==> config.mk <==
export PLATFORM = sky130hd
export DESIGN_NAME = uart_baud_gen
export DESIGN_NICKNAME = d
export VERILOG_FILES = /design/src/rtl/uart_baud_gen.sv
export SDC_FILE = /design/constraint.sdc
export NUM_CORES = 1
export LEC_CHECK = 0
export CAP_MARGIN = 0
export CELL_PAD_IN_SITES_DETAIL_PLACEMENT = 1
export CELL_PAD_IN_SITES_GLOBAL_PLACEMENT = 2
export CORE_MARGIN = 4
export CORE_UTILIZATION = 44
export CTS_BUF_LIST = sky130_fd_sc_hd__clkbuf_8
export DETAILED_ROUTE_END_ITERATION = 6
export DONT_BUFFER_PORTS = 1
export GPL_ROUTABILITY_DRIVEN = 1
export PLACE_DENSITY_LB_ADDON = 0.12
export SLEW_MARGIN = 20
export SYNTH_ARGS = -nofsm -noshare
export SYNTH_HDL_FRONTEND = slang
export SYNTH_SLANG_ARGS = --single-unit
==> constraint.sdc <==
create_clock -name clk -period 3.58 [get_ports clk]
set_clock_uncertainty 0.05 [all_clocks]
set_input_delay 1.074 -clock clk [delete_from_list [all_inputs] [get_ports clk]]
set_output_delay 1.074 -clock clk [all_outputs]
set_load 0.02 [all_outputs]
==> src/rtl/uart_baud_gen.sv <==
// UART baud generator: fractional-N prescaler producing oversample, TX bit and RX mid-bit ticks.
// Optional macro UART_BAUD_FRAC_EN enables the fractional accumulator; otherwise the period is exactly div_int.
module uart_baud_gen #(
   parameter int DIV_W      = 16,
   parameter int FRAC_W     = 4,
   parameter int OVERSAMPLE = 16,
   parameter int RST_DIV    = 14
) (
   input  logic              clk,
   input  logic              reset_n,
   input  logic              i_enable,
   input  logic [DIV_W-1:0]  i_div_int,
   input  logic [FRAC_W-1:0] i_div_frac,
   input  logic              i_div_load,
   input  logic              i_rx_resync,
   output logic              o_os_tick,
   output logic              o_tx_tick,
   output logic              o_rx_sample,
   output logic              o_div_err
);

   localparam int                PH_W    = $clog2(OVERSAMPLE);
   localparam logic [PH_W-1:0]   TX_LAST = PH_W'(OVERSAMPLE - 1);
   localparam logic [PH_W-1:0]   RX_LAST = PH_W'(OVERSAMPLE / 2 - 1);

   logic [DIV_W-1:0]  cnt_q, cnt_d;
   logic [PH_W-1:0]   tx_ph_q, tx_ph_d;
   logic [PH_W-1:0]   rx_ph_q, rx_ph_d;
   logic [DIV_W-1:0]  div_int_q, div_int_d;
   logic [FRAC_W-1:0] div_frac_q, div_frac_d;
   logic [DIV_W-1:0]  pend_int_q, pend_int_d;
   logic [FRAC_W-1:0] pend_frac_q, pend_frac_d;
   logic              pend_v_q, pend_v_d;
   logic              err_q, err_d;
   logic              os_q, os_d;
   logic              tx_q, tx_d;
   logic              rx_q, rx_d;

   logic              ext_s;
   logic              term_s;
   logic              wrap_s;
   logic              apply_s;
   logic              div_ok_s;

   assign div_ok_s = (i_div_int >= DIV_W'(2));
   // Terminal count is P-1 where P is div_int, stretched by one when the carry flag is set.
   assign term_s   = i_enable & (ext_s ? (cnt_q == div_int_q) : (cnt_q == (div_int_q - DIV_W'(1))));
   assign wrap_s   = term_s & ~i_rx_resync;
   assign apply_s  = wrap_s | ~i_enable;

   // Prescaler and phase counters; the resync cycle itself counts as prescaler count 0.
   always_comb begin
      cnt_d   = cnt_q;
      tx_ph_d = tx_ph_q;
      rx_ph_d = rx_ph_q;
      if (!i_enable) begin
         cnt_d   = '0;
         tx_ph_d = '0;
         rx_ph_d = '0;
      end else if (i_rx_resync) begin
         cnt_d   = DIV_W'(1);
         rx_ph_d = '0;
      end else if (term_s) begin
         cnt_d   = '0;
         tx_ph_d = tx_ph_q + PH_W'(1);
         rx_ph_d = rx_ph_q + PH_W'(1);
      end else begin
         cnt_d   = cnt_q + DIV_W'(1);
      end
   end

   // Tick outputs are computed one cycle ahead and registered.
   always_comb begin
      os_d = wrap_s;
      tx_d = wrap_s & (tx_ph_q == TX_LAST);
      rx_d = wrap_s & (rx_ph_q == RX_LAST);
   end

   // Divisor shadow: direct apply on wrap/idle, otherwise park in the pending slot.
   always_comb begin
      div_int_d   = div_int_q;
      div_frac_d  = div_frac_q;
      pend_int_d  = pend_int_q;
      pend_frac_d = pend_frac_q;
      pend_v_d    = pend_v_q;
      err_d       = err_q;
      if (i_div_load && div_ok_s) begin
         err_d = 1'b0;
         if (apply_s) begin
            div_int_d  = i_div_int;
            div_frac_d = i_div_frac;
            pend_v_d   = 1'b0;
         end else begin
            pend_int_d  = i_div_int;
            pend_frac_d = i_div_frac;
            pend_v_d    = 1'b1;
         end
      end else begin
         err_d = i_div_load ? 1'b1 : err_q;
         if (apply_s && pend_v_q) begin
            div_int_d  = pend_int_q;
            div_frac_d = pend_frac_q;
            pend_v_d   = 1'b0;
         end else begin
            pend_v_d   = pend_v_q;
         end
      end
   end

   // State and output registers.
   always_ff @(posedge clk or negedge reset_n) begin
      if (!reset_n) begin
         cnt_q       <= '0;
         tx_ph_q     <= '0;
         rx_ph_q     <= '0;
         div_int_q   <= DIV_W'(RST_DIV);
         div_frac_q  <= '0;
         pend_int_q  <= '0;
         pend_frac_q <= '0;
         pend_v_q    <= 1'b0;
         err_q       <= 1'b0;
         os_q        <= 1'b0;
         tx_q        <= 1'b0;
         rx_q        <= 1'b0;
      end else begin
         cnt_q       <= cnt_d;
         tx_ph_q     <= tx_ph_d;
         rx_ph_q     <= rx_ph_d;
         div_int_q   <= div_int_d;
         div_frac_q  <= div_frac_d;
         pend_int_q  <= pend_int_d;
         pend_frac_q <= pend_frac_d;
         pend_v_q    <= pend_v_d;
         err_q       <= err_d;
         os_q        <= os_d;
         tx_q        <= tx_d;
         rx_q        <= rx_d;
      end
   end

`ifdef UART_BAUD_FRAC_EN
   logic [FRAC_W-1:0] acc_q, acc_d;
   logic              ext_q, ext_d;

   // Fractional accumulator; its carry stretches the following period by one cycle.
   always_comb begin
      acc_d = acc_q;
      ext_d = ext_q;
      if (!i_enable) begin
         acc_d = '0;
         ext_d = 1'b0;
      end else if (wrap_s) begin
         {ext_d, acc_d} = {1'b0, acc_q} + {1'b0, div_frac_q};
      end else begin
         acc_d = acc_q;
         ext_d = ext_q;
      end
   end

   // Accumulator registers.
   always_ff @(posedge clk or negedge reset_n) begin
      if (!reset_n) begin
         acc_q <= '0;
         ext_q <= 1'b0;
      end else begin
         acc_q <= acc_d;
         ext_q <= ext_d;
      end
   end

   assign ext_s = ext_q;
`else
   logic unused_frac_s;
   assign unused_frac_s = ^div_frac_q;
   assign ext_s         = 1'b0;
`endif

   assign o_os_tick   = os_q;
   assign o_tx_tick   = tx_q;
   assign o_rx_sample = rx_q;
   assign o_div_err   = err_q;

endmodule

==> results of run 1 <==
power breakdown:
group	internal (mW)	switching, mW	leakage (nW)
clock network	0.426	0.275	0.122
logic	0.161	0.137	0.700
registers	0.762	0.0857	0.773
total	1.35	0.498	1.59
Yosys cell counts (all sizes together):
master	instances
a211o	1
a21oi	9
a221o	1
a22o	1
a22oi	1
a41oi	1
and2	3
and3	6
buf	5
clkbuf	4
dfrtp	58
dfstp	3
ha	4
inv	11
mux2	36
mux2i	10
nand2	13
nand2b	2
nand3	14
nand4	9
nor2	29
nor2b	5
nor3	9
nor3b	3
nor4	8
o21a	1
o21ai	7
o22a	4
o311a	1
o31ai	1
o41ai	1
or2	2
or3	4
or4	2
xnor2	11
xnor3	1
xor2	23
metal layers:
layer  up-vias  global-route usage, %  wire [um]  part of all wire, %
met2        24                   27.4       3370                   47
met4         0                   7.82        146                  2.1
li1       1085                      -          -                    -
met3        14                   3.75        226                  3.2
met5         -                      0          0                    0
met1      1140                   23.8       3350                   47
flip-flops by register name (all words and copies together), names as in the netlist:
| name | flops |
|---|---|
| tx_ph_q | 4 |
| pend_int_q | 16 |
| pend_v_q | 1 |
| rx_ph_q | 4 |
| div_int_q | 16 |
| cnt_q | 16 |
| o_os_tick | 1 |
| o_tx_tick | 1 |
| o_rx_sample | 1 |
| o_div_err | 1 |
worst reg2reg max path, delay by kind of cell, from the launching register on:
family	cells	cell delay, ps
mux	1	400
compound gates	1	180
simple gates	4	1570
flops	1	450
buf+inv	1	190
xor+xnor	1	190
stage by stage:
stage	total power [mW]	setup WS (ps)
final	1.85	442
after global placement	1.15	511
after global routing	1.96	226
after detailed placement	1.16	414
after floorplan	1.10	602
after CTS	1.88	434
cells by family (layout without fill, tap and decap cells):
family / count (synthesis) / in the layout / share of synthesized area (%)
buffers and inverters: 20 / 29 / 3.08
AO/OA/AOI/OAI: 29 / 29 / 6.90
AND/OR/NAND/NOR: 109 / 109 / 18.3
adder cells (fa/ha/maj): 4 / 4 / 1.47
flip-flops: 61 / 61 / 44.9
XOR/XNOR: 35 / 35 / 9.39
multiplexers: 46 / 46 / 15.9
worst paths after layout:
kind	slack, ps	cells after the start	end
worst max-delay path	440	8	div_int_q[11]
worst min-delay path	370	0	pend_int_q[9]
worst max register to register	440	8	div_int_q[11]
worst min register to register	410	1	o_rx_sample
max in group asynchronous	2910	0	div_int_q[1]
min in group clk	410	1	o_rx_sample
area by class of cell:
type                       instances  area [um^2]  area share [%]
clock buffer                      11          151            4.08
clock inverter                     5         76.3            2.06
inverter                          11         41.3            1.11
multi-input combinational        223         1770            47.8
sequential                        61         1530            41.2
tap                               99          124            3.34
timing repair buffer               2         15.0           0.404
==> results.cfg, run 1 <==
[final_layout]
fin_util_pct = 50.1
fillers = 782
fin_area_um2 = 3710
mostFrequentLayoutCells = 58 x dfrtp_1, 28 x nor2_1, 26 x mux2_2
layout_commonest_cell = dfrtp_1
drive_gt1_share_pct = 22.7
diodes = 0
fin_cells = 412
syn_to_final_growth_pct = 8.88
nets = 337

[timing]
hold_viol_final = 0
fin_crit_sh_pct = 87.6
slew_viol_final = 0
rsz0062_at_grt = no
hold_ws_ps = 369
slew_headroom_pct = 47.7
timing.fmax_ghz = 0.319
fin_tns_setup_ps = 0
finalCriticalPeriod_ps = 3140
worstMarginPinSlew_ps = 785
setup_violations = 0

[placement]
dp_cells = 396
dp_hpwl_um = 5080
portBuffers = 0
placed_cell_area_um2 = 3480
place.gp.congestion = 0.725

[die]
die-area_um2 = 9220
dieWidth_um = 96.0
row_count = 31
initial_core_util_pct = 46.0
fp.dieH_um = 96.0
core_area_um2 = 7410
ios = 29

[setup_path]
cpMaxStageDelayCell = nor4_2
path_cells = nor4_2 > nand4_1 > xnor2_1 > nor4_2 > buf_4 > a41oi_4 > nor2_4 > mux2_2
critical_path.top_delay_family = simple AND/OR/NAND/NOR gates
path_buf_inv = 1
worstPathRequired_ps = 3760
criticalPathCategory = flop to flop
critPathMaxFanout = 16
r2r-start = div_int_q[0]
critPathLaunchType = flop
critPathMaxStageDelay_ps = 610
startpoint = div_int_q[0]
arrival_ps = 3320
crit_path_end_kind = flop
crit_top_cell = nor4_2

[global_route]
overflow = 0
grt_pass1_vias = 2498
antenna_found_initial = 0
grt_usage_pct = 17.7
grt_max_degree = 62
grt_pass1_wl_um = 12400

[detailed_routing]
postRouteWirelength_um = 7090
ant_nets = 0
dr_total_vias = 2263
drt-initial-drc-count = 27
via_per_inst = 5.49
drc = 0
wire_per_inst_um = 17.2
first_pass_iters = 4

[clock_network]
cts_num_sinks = 61
cts_hold_buf = 0
cts_root_buf = clkbuf_8
cts_tree = yes
cts_resized = 0
clk-insertion-delay-late_ps = 340
path_clk_slew_ps = 70
cts_max_path_buffers = 2
numCtsBuffers = 9
cts_max_level = 3
cts_setup_buffers = 0

[yosys]
syn_area_um2 = 3410
synth_top_area_share_pct = 42.6
synth_top_area_cell = dfrtp_1
ys_top_cells_by_area = dfrtp_1 43%, mux2_2 8.6%, xor2_1 5.9%
synth_warnings = 0
synth.distinct_cells = 48
postSynthCellCount = 304
synth_nets = 333
seq_area_frac_synth_pct = 44.9
synth_area_per_cell_um2 = 11.2
ys_ff_latch = 61

[pwr]
p_per_area_nw_per_um2 = 498
ir_worst_vdd_mv = 0.219
p_leak_nw = 1.59

[status]
status = finished clean

[min_path]
hold_path.class = input pin to async pin

[job]
drv_cap = 0
No activity file was read; power rests on OpenSTA's default activity.
==> run 2: changes to the inputs <==
- CORE_MARGIN: 4 -> 2
- CTS_CLUSTER_SIZE: not set -> 20
==> results.cfg, run 2 (synthesis results as in run 1) <==
[pwr]
swShare_pct = 28.1
share_seq_of_total_power_pct = 48.0
p_per_area_nw_per_um2 = 474
ir_worst_vdd_mv = 0.238
p_leak_nw = 1.59
clock_power_share_pct = 34.5
combPwrFrac_pct = 17.5
p_sw_mw = 0.492
total_power_mw = 1.75
internal_power_mw = 1.26

[min_path]
hold_path.class = input pin to async pin

[global_route]
grtUsageMet2_pct = 29.2
grt_pass1_vias = 2450
antenna_found_initial = 0
grt_max_degree = 62
met1_usage_pct = 26.1
grt_pass1_wl_um = 12300
grt_usage_pct = 19.0
top_usage_layer = met2
grt_use_met3_pct = 3.53
overflow = 0

[clock_network]
clk-insertion-delay-late_ps = 340
cts_setup_buffers = 0
path_clk_slew_ps = 70
numCtsBuffers = 9
cts_resized = 0
cts_max_level = 3
cts_hold_buf = 0
cts_root_buf = clkbuf_8
cts_tree = yes
cts_num_sinks = 61
cts_max_path_buffers = 2

[job]
drv_cap = 0

[die]
row_count = 32
die-area_um2 = 8470
ios = 29
fp.dieH_um = 92.0
dieWidth_um = 92.0
core_area_um2 = 7610
initial_core_util_pct = 44.8

[detailed_routing]
wire_per_inst_um = 17.5
via_per_inst = 5.46
postRouteWirelength_um = 7280
drt-initial-drc-count = 58
first_pass_iters = 4
ant_nets = 0
drc = 0
dr_total_vias = 2271

[setup_path]
critPathMaxFanout = 16
worstPathRequired_ps = 3760
arrival_ps = 3380
reg2reg_depth = 9
critPathLaunchType = flop
startpoint = div_int_q[0]
criticalPathCategory = flop to flop
crit_path_end_kind = flop
r2r-start = div_int_q[0]

[final_layout]
syn_to_final_growth_pct = 8.33
layout_commonest_cell = dfrtp_1
fin_cells = 416
mostFrequentLayoutCells = 58 x dfrtp_1, 28 x nor2_1, 26 x mux2_2
drive_gt1_share_pct = 23.2
reg_top3 = cnt_q: 16 flops, div_int_q: 16 flops, pend_int_q: 16 flops
nets = 339
diodes = 0

[placement]
place.gp.congestion = 0.719
dp_hpwl_um = 5220
portBuffers = 0
dp_cells = 401

[timing]
worstMarginPinSlew_ps = 782
rsz0062_at_grt = no
slew_headroom_pct = 47.8
finalCriticalPeriod_ps = 3200
fin_tns_setup_ps = 0
setup_violations = 0
slew_viol_final = 0
hold_ws_ps = 368
timing.fmax_ghz = 0.312
fin_crit_sh_pct = 89.5
hold_viol_final = 0

[status]
status = finished clean
## run 2: cell types whose count changed in the layout (fill, tap and decap cells not counted)
cell and delta:
buf_4 +2, clkinv_2 +2, bufinv_16 -1, clkbuf_8 -1, inv_1 -1
## run 2: layer usage
metal	routed length [um]	up-vias	part of all wire (%)
li1	-	1090	-
met1	3570	1151	49
met2	3400	18	47
met3	158	12	2.2
met4	144	0	2.0
met5	0	-	0
## run 2: worst max-delay path: stages (launching register included)
cell and delay [ps]:
dfrtp_1 440, inv_1 100, ha_1 190, nor3b_2 310, nand4_1 160, xnor2_1 170, nor4_2 500, a41oi_4 290
nor2_4 480, mux2_2 400
## run 2: metrics by stage
stage	util, %	worst slack [ps]	cell area, um^2
after floorplan	-	602	3410
after global placement	46.1	436	3500
after detailed placement	46.1	357	3500
after CTS	48.6	341	3690
after global routing	48.6	98.1	3690
final	48.6	376	3690
## run 2: final timing paths
| kind | to | slack [ps] |
|---|---|---|
| setup / recovery | div_int_q[10] | 380 |
| hold / removal | pend_int_q[9] | 370 |
| setup reg to reg | div_int_q[10] | 380 |
| hold reg to reg | o_rx_sample | 400 |
| max in group asynchronous | div_int_q[1] | 2900 |
| min in group clk | o_rx_sample | 400 |
## run 2: power by group through the flow
stage / logic [mW] / registers (mW) / clock network (mW)
global route: 0.340 / 0.853 / 0.650
CTS: 0.311 / 0.841 / 0.624
floorplan: 0.270 / 0.825 / 0
finish: 0.307 / 0.840 / 0.604
global placement: 0.302 / 0.852 / 0
detailed placement: 0.310 / 0.855 / 0
## run 2: area by class of cell
cell class | count | area, um^2
multi-input cells | 223 | 1770
flip-flops and latches | 61 | 1530
fillers | 830 | 3910
clock inverters | 5 | 52.6
inverters | 11 | 41.3
well taps | 102 | 128
repair buffers | 4 | 30.0
clock buffers | 10 | 138
==> run 3: changes to the inputs <==
- GPL_TIMING_DRIVEN: not set -> 0
- clock period: 3.58 -> 3.65 ns (I/O delays scaled with it)
==> results.cfg, run 3 (synthesis results as in run 1) <==
[detailed_routing]
wire_per_inst_um = 17.6
postRouteWirelength_um = 7400
via_per_inst = 5.45
dr_total_vias = 2296
drc = 0
first_pass_iters = 4
ant_nets = 0
drt-initial-drc-count = 64

[timing]
slew_viol_final = 0
timing.fmax_ghz = 0.290
slew_headroom_pct = 60.1
hold_viol_final = 0
hold_ws_ps = 387
fin_crit_sh_pct = 94.5
worstMarginPinSlew_ps = 593
finalCriticalPeriod_ps = 3450
setup_violations = 0

[setup_path]
rr_endpoint = div_int_q[14]
rrSetupSlack_ps = 200
criticalPathCategory = flop to flop
path_buf_inv = 2
critPathLaunchType = flop
crit_path_end_kind = flop
arrival_ps = 3620
critical_path.top_delay_family = simple AND/OR/NAND/NOR gates
r2r-start = div_int_q[0]
critPathMaxStageDelay_ps = 510
path_cells = inv_1 > ha_1 > nor3b_4 > nand4_1 > xnor2_1 > nor4_2 > a41oi_4 > nor2_4 > buf_4 > mux2_2
cpMaxStageDelayCell = nor4_2
worstPathRequired_ps = 3820
reg2reg_depth = 10
critPathMaxFanout = 10

[final_layout]
fin_util_pct = 49.1
fillers = 856
diodes = 0
mostFrequentLayoutCells = 58 x dfrtp_1, 28 x nor2_1, 26 x mux2_2
syn_to_final_growth_pct = 9.50
reg_top3 = cnt_q: 16 flops, div_int_q: 16 flops, pend_int_q: 16 flops
fin_area_um2 = 3730
layout_commonest_cell = dfrtp_1
nets = 344
drive_gt1_share_pct = 23.2

[pwr]
ir_worst_vdd_mv = 0.268
swShare_pct = 28.2
p_per_area_nw_per_um2 = 462
p_leak_nw = 1.60
p_sw_mw = 0.487
internal_power_mw = 1.24
clock_power_share_pct = 34.3
share_seq_of_total_power_pct = 47.6
combPwrFrac_pct = 18.1
total_power_mw = 1.72

[global_route]
overflow = 0
antenna_found_initial = 0
grt_usage_pct = 19.5
grt_pass1_wl_um = 12700
grt_pass1_vias = 2469
grt_max_degree = 62

[die]
row_count = 32
die-area_um2 = 8470
core_area_um2 = 7610
dieWidth_um = 92.0
fp.dieH_um = 92.0
initial_core_util_pct = 44.8
ios = 29

[clock_network]
path_clk_slew_ps = 80
numCtsBuffers = 9
cts_max_level = 3
clk-insertion-delay-late_ps = 340
cts_tree = yes
cts_setup_buffers = 0
cts_num_sinks = 61
cts_max_path_buffers = 2
cts_root_buf = clkbuf_8

[placement]
placed_cell_area_um2 = 3540
place.gp.congestion = 0.776
portBuffers = 0
dp_hpwl_um = 5360

[min_path]
hold_path.class = input pin to async pin

[status]
status = finished clean

[job]
drv_cap = 0
-- run 3: worst register-to-register path: cells and delay by family, from the launching register on --
| family | cells | cell delay [ps] |
|---|---|---|
| AO/OA/AOI/OAI | 1 | 300 |
| XOR/XNOR | 1 | 180 |
| adder cells (fa/ha/maj) | 1 | 200 |
| buffers and inverters | 2 | 370 |
| flip-flops | 1 | 450 |
| multiplexers | 1 | 360 |
| AND/OR/NAND/NOR | 4 | 1430 |
-- run 3: how the worst max path moves through the flow --
stage | slack (ps) | cells after the start | from | end
after floorplan | 670 | 11 | div_int_q[0] | pend_int_q[10]
after global placement | 150 | 10 | div_int_q[0] | div_int_q[15]
after detailed placement | 90 | 10 | div_int_q[0] | div_int_q[14]
after CTS | 60 | 10 | div_int_q[0] | div_int_q[14]
after global routing | -50 | 10 | div_int_q[0] | div_int_q[15]
final | 200 | 10 | div_int_q[0] | div_int_q[14]
-- run 3: layout make-up --
class / instances / area, um^2 / share of cell area (%)
clock inverters: 5 / 52.6 / 1.41
flip-flops and latches: 61 / 1530 / 41.0
plain buffers: 9 / 63.8 / 1.71
multi-input cells: 223 / 1780 / 47.7
well taps: 102 / 128 / 3.42
clock buffers: 10 / 138 / 3.69
inverters: 11 / 41.3 / 1.11
-- run 3: power by group through the flow --
stage	registers [mW]	logic [mW]	clock network, mW
floorplan	0.809	0.265	0
CTS	0.818	0.313	0.610
finish	0.820	0.311	0.592
global placement	0.827	0.306	0
global route	0.831	0.348	0.637
detailed placement	0.830	0.311	0
-- run 3: metrics by stage --
step | worst slack (ps) | setup TNS [ps] | instances
floorplan | 672 | 0 | 304
global placement | 150 | 0 | 406
detailed placement | 90.4 | 0 | 406
CTS | 56.4 | 0 | 421
global route | -51.3 | -183 | 421
finish | 202 | 0 | 421
-- run 3: per-layer routing --
layer	share of wire (%)	GRT usage, %
met1	50	27.8
met2	46	29.5
met3	2.2	3.62
met4	1.5	7.46
met5	0	0
-- run 3: timing repair --
item	in CTS	in global routing
gates resized for setup	0	1
endpoints found under the setup margin	0	26
hold endpoints to repair	0	0
hold buffers	0	0
